## config.mk

```make
export PLATFORM = sky130hd
export DESIGN_NAME = instr_sequencer
export DESIGN_NICKNAME = d
export VERILOG_FILES = /design/src/rtl/instr_sequencer.sv
export SDC_FILE = /design/constraint.sdc
export NUM_CORES = 1
export LEC_CHECK = 0
export CAP_MARGIN = 20
export CORE_ASPECT_RATIO = 1.2
export CORE_MARGIN = 5
export CORE_UTILIZATION = 48
export CTS_CLUSTER_SIZE = 12
export DETAILED_ROUTE_END_ITERATION = 16
export PLACE_DENSITY = 0.86
export RECOVER_POWER = 100
export SLEW_MARGIN = 15
export SYNTH_ARGS = -nofsm -noshare
export SYNTH_HDL_FRONTEND = slang
export SYNTH_SLANG_ARGS = --single-unit
```

## constraint.sdc

```tcl
create_clock -name clk -period 2.91 [get_ports clk]
set_clock_uncertainty 0.2 [all_clocks]
set_input_delay 0.4365 -clock clk [delete_from_list [all_inputs] [get_ports clk]]
set_output_delay 0.4365 -clock clk [all_outputs]
set_load 0.02 [all_outputs]
```

## src/rtl/instr_sequencer.sv

```systemverilog
// instr_sequencer: fetch/execute control for an 8-bit accumulator machine.
// Fetches 12-bit instructions {opcode, operand} from a program ROM, decodes
// them into datapath strobes, sequences the program counter (including
// conditional jumps on a registered compare flag), stalls on IN/OUT
// valid/ready handshakes and parks in HALT until reset.
//
// Ports:
//   clk, rst_n          clock, asynchronous active-low reset
//   rom_addr  [7:0]     program ROM address (mirrors pc)
//   rom_data  [11:0]    instruction word from ROM, same-cycle
//   alu_op    [3:0]     opcode of the held instruction
//   operand   [7:0]     operand of the held instruction
//   alu_eq              datapath compare result, used by CMPI
//   acc_we, mem_we      accumulator / data-memory write strobes
//   in_valid, in_ready  IN handshake
//   out_valid, out_ready OUT handshake (data = acc)
//   halt                high while parked in HALT
//   pc        [7:0]     program counter (debug)
module instr_sequencer #(
    parameter logic [7:0] RESET_PC = 8'd0
) (
    input  logic        clk,
    input  logic        rst_n,
    output logic [7:0]  rom_addr,
    input  logic [11:0] rom_data,
    output logic [3:0]  alu_op,
    output logic [7:0]  operand,
    input  logic        alu_eq,
    output logic        acc_we,
    output logic        mem_we,
    input  logic        in_valid,
    output logic        in_ready,
    output logic        out_valid,
    input  logic        out_ready,
    output logic        halt,
    output logic [7:0]  pc
);

    localparam int unsigned PC_W  = 8;
    localparam int unsigned IR_W  = 12;
    localparam int unsigned OP_W  = 4;

    localparam logic [OP_W-1:0] OP_LD   = 4'd0;
    localparam logic [OP_W-1:0] OP_ST   = 4'd1;
    localparam logic [OP_W-1:0] OP_ADDI = 4'd2;
    localparam logic [OP_W-1:0] OP_SUBI = 4'd3;
    localparam logic [OP_W-1:0] OP_MUL  = 4'd4;
    localparam logic [OP_W-1:0] OP_ADD  = 4'd5;
    localparam logic [OP_W-1:0] OP_CMPI = 4'd6;
    localparam logic [OP_W-1:0] OP_JMP  = 4'd7;
    localparam logic [OP_W-1:0] OP_JNE  = 4'd8;
    localparam logic [OP_W-1:0] OP_JEQ  = 4'd9;
    localparam logic [OP_W-1:0] OP_OUT  = 4'd10;
    localparam logic [OP_W-1:0] OP_IN   = 4'd12;
    localparam logic [OP_W-1:0] OP_HLT  = 4'd15;

    typedef enum logic [1:0] {
        FETCH = 2'd0,
        EXEC  = 2'd1,
        HALT  = 2'd2
    } state_t;

    state_t            state, state_nxt;
    logic [PC_W-1:0]   pc_q, pc_nxt, pc_inc;
    logic [IR_W-1:0]   ir, ir_nxt;
    logic              eq_flag, eq_nxt;
    logic [OP_W-1:0]   op;
    logic [PC_W-1:0]   opnd;

    assign op       = ir[11:8];
    assign opnd     = ir[7:0];
    assign pc_inc   = pc_q + PC_W'(1);

    assign rom_addr = pc_q;
    assign pc       = pc_q;
    assign alu_op   = op;
    assign operand  = opnd;
    assign halt     = (state == HALT);

    // State, PC, IR and compare flag registers.
    always_ff @(posedge clk or negedge rst_n) begin
        if (!rst_n) begin
            state   <= FETCH;
            pc_q    <= RESET_PC;
            ir      <= IR_W'(0);
            eq_flag <= 1'b0;
        end else begin
            state   <= state_nxt;
            pc_q    <= pc_nxt;
            ir      <= ir_nxt;
            eq_flag <= eq_nxt;
        end
    end

    // Next-state, PC sequencing and decoded strobes.
    always_comb begin
        state_nxt = state;
        pc_nxt    = pc_q;
        ir_nxt    = ir;
        eq_nxt    = eq_flag;
        acc_we    = 1'b0;
        mem_we    = 1'b0;
        in_ready  = 1'b0;
        out_valid = 1'b0;

        case (state)
            FETCH: begin
                ir_nxt    = rom_data;
                state_nxt = EXEC;
            end

            EXEC: begin
                state_nxt = FETCH;
                pc_nxt    = pc_inc;
                case (op)
                    OP_LD, OP_ADDI, OP_SUBI, OP_MUL, OP_ADD: acc_we = 1'b1;
                    OP_ST:   mem_we = 1'b1;
                    OP_CMPI: eq_nxt = alu_eq;
                    OP_JMP:  pc_nxt = opnd;
                    OP_JNE:  if (!eq_flag) pc_nxt = opnd;
                    OP_JEQ:  if (eq_flag)  pc_nxt = opnd;
                    OP_OUT: begin
                        out_valid = 1'b1;
                        // Hold in EXEC with pc frozen until the consumer accepts.
                        if (!out_ready) begin
                            state_nxt = EXEC;
                            pc_nxt    = pc_q;
                        end
                    end
                    OP_IN: begin
                        in_ready = 1'b1;
                        // Accumulator is written only on the handshake cycle.
                        if (in_valid) begin
                            acc_we = 1'b1;
                        end else begin
                            state_nxt = EXEC;
                            pc_nxt    = pc_q;
                        end
                    end
                    OP_HLT: begin
                        state_nxt = HALT;
                        pc_nxt    = pc_q;
                    end
                    default: ;  // NOP and reserved opcodes
                endcase
            end

            HALT: ;  // parked until reset

            default: state_nxt = FETCH;
        endcase
    end

endmodule
```

==> run metrics <==
result of the run completed; dominant register cell in the synthesized netlist dfrtp_1; number of antenna violations at the first check in global routing 0; power density normalized to cell area 1260 mW/mm^2; proportion of synthesized chip area in sequential cells 41.9%; Final Core Density 65.6%; critical path's largest stage delay 0.71 ns; critical path type reg2out; number of pins exceeding their max-slew limit in the final report 0; path category of the worst min-delay check reg2reg; WHS Endpoint state[0]; Fin. Hold Viols 0; final weighted congestion in routability-driven placement 0.860; achievable clock frequency 374 MHz; TritonCTS clock tree done; Ports 50; startpoint kind of the worst setup timing path flip-flop; destination of the worst register-to-register timing path pc[2]; slew of the pin with the lowest slew margin 1.22 ns; Max-cap violations 0; clock period minus worst slack 2.67 ns; number of failing setup endpoints in the final timing report 0; maximum fanout encountered on the critical timing path 11; number of distinct standard cells referenced by the synthesized netlist 44; tightest slew margin relative to the limit 18.7%; capturing element type of the critical path output port; clock transition at the registers of the reported paths 0.13 ns; H-tree depth 1; Design Power 2.27 mW; leakage dissipation 0.774 nW; buffers inserted by post-CTS timing repair 0; Post-CTS Hold Buffers 0; required time of the critical path 2.27 ns; startpoint of the worst hold path state[1]; setup total negative slack 0 ns; share of the clock period used by the worst path 91.9%; number of standard cells after synthesis 133; Yosys top cell area share 41.9%; number of buffer cells added on primary ports 49; Post-Synth Simple-Gate Area 16.7%; cell area after technology mapping 0.00137 sq mm; number of warning messages in the yosys log 0; clock latency at the later pin of the worst-skew pair 0.31 ns; xor-xnor portion of the synthesized cell area 1.19%; area added between synthesis and finish 31.8%; pin count of the biggest net entering global routing 24; data arrival at the endpoint of the critical path 2.04 ns; largest family of logic cells by synthesized area simple AND/OR/NAND/NOR gates; die span in y 68.6 um; # DRC 0; library cell occupying the most area in the post-synthesis netlist dfrtp_1; buffer type at the clock tree root clkbuf_4; n_diodes 0; # rows 21; Core Region 0.00276 sq mm; placed wire-length estimate 2620 um; die area 0.00403 sq mm; # resized after CTS 0; synth top area cells dfrtp_1 42%, mux2_2 9.8%, buf_4 4.4%; Num CTS Buffers 3; number of nets produced by synthesis 151; initial core utilization 49.8%; internal reg-to-reg setup slack 0.63 ns; synthesized area per cell 10.3 sq um; RSZ-0062 raised after global routing false; ratio of routed vias to standard cells 5.71; # nets final 191; Overall Global Routing Usage 17.7%; wire length per cell after detailed routing 16.2 um; Filler Cells Inserted 231; launching point of the worst reg2reg path ir[9]; die width 58.8 um; overflow left after global routing 0; fraction of the mapped netlist area in adder cells 0.912%; total number of vias 1176; fraction of final layout cells with drive strength greater than 1 12.8%; first-pass GRT wire length 5490 um; compound-gate portion of the synthesized area 16.2%; largest vdd supply drop 0.705 mV; mux cell area share after synthesis 12.8%; vias in the first global route 1192; final antenna-violating net count 0; routed wire length 3340 um; count of cells along the worst register-to-register path 4; Iter 0 DRT Violations 44; leading cell types by count after synthesis 23 x dfrtp_1, 12 x mux2_2, 8 x buf_4, 8 x nand2_1; number of clock sinks seen by CTS 23; Max Buffers Root-to-Sink 2; number of stages on the worst hold path 1; register bit count reported by yosys 23; First-pass DRT Iterations 4; most used standard cell by instance count after synthesis dfrtp_1; fraction of registers with async set or reset after synthesis 100%; crit path max-delay cell type dlygate4sd3_1; number of enable-type register cells in the synthesized netlist 0; ordered cell list for the critical path or2b_1 > nor4_1 > dlygate4sd3_1
## critical path: cells and delay by family (launching register included)
family | cells | cell delay [ns]
buf+inv | 1 | 0.71
flops | 1 | 0.59
simple gates | 2 | 0.43
## routing by layer
metal,track usage [%],vias up,routed length (um)
li1,-,561,-
met1,19.3,565,1280
met2,34.0,44,1840
met3,3.35,6,178
met4,5.67,0,46
met5,0,-,0
## placed cells by master, fill, tap and decap left out, drive strengths merged, types with 2 or more instances in the layout
cell type	count
a211o	2
a211oi	2
a21o	2
a21oi	3
a22oi	3
a32oi	2
and3	2
clkbuf	5
clkdlybuf4s50	16
dfrtp	23
dlygate4sd3	33
inv	7
mux2	12
mux2i	4
nand2	8
nand2b	2
nand3	7
nand4	3
nor2	3
nor2b	3
nor3b	3
nor4	3
o211ai	3
o21ai	6
## layout make-up
cell class | instances | area (sq um) | area share, %
clock buffer | 3 | 22.5 | 1.24
clock inverter | 1 | 5.00 | 0.277
inverter | 7 | 26.3 | 1.45
multi-input combinational | 87 | 639 | 35.3
sequential | 23 | 576 | 31.8
tap | 34 | 42.5 | 2.35
timing repair buffer | 51 | 498 | 27.5
## state kept, by name, indices dropped and copies added, names as in the netlist
name	cells
pc	8
eq_flag	1
state	2
ir	12
## through the flow
stage / worst slack [ns] / hold slack (ns) / instances / cell area, sq um
finish: 0.236 / 0.284 / 206 / 1810
global route: 0.0852 / 0.319 / 206 / 1810
CTS: 0.249 / 0.260 / 206 / 1830
detailed placement: 0.312 / 0.258 / 202 / 1810
global placement: 0.368 / 0.239 / 202 / 1810
floorplan: 0.768 / -0.0591 / 133 / 1370
## worst max path at each step
stage | slack [ns] | cells after the start | endpoint | from
2_1_floorplan | 0.77 | 3 | mem_we | ir[11]
3_3_place_gp | 0.37 | 6 | acc_we | in_valid
3_5_place_dp | 0.31 | 6 | acc_we | in_valid
4_1_cts | 0.25 | 5 | acc_we | ir[10]
5_1_grt | 0.09 | 5 | acc_we | ir[10]
6_report | 0.24 | 3 | mem_we | ir[8]
## where the power goes
group	internal (mW)	total (mW)	switching, mW
Sequential	0.482	0.715	0.232
Combinational	0.654	1.41	0.756
Clock	0.0514	0.149	0.0973
Total	1.19	2.27	1.09
## logic make-up (layout without fill, tap and decap cells)
group	Yosys count	count (layout)
muxes	16	16
xor gates and xnor gates	1	1
adders and majority gates	1	1
buffers and inverters	23	62
AOI/OAI and AO/OA	30	30
and+or+nand+nor	39	39
DFF	23	23
Note: power is estimated with default switching activity, not from simulation.
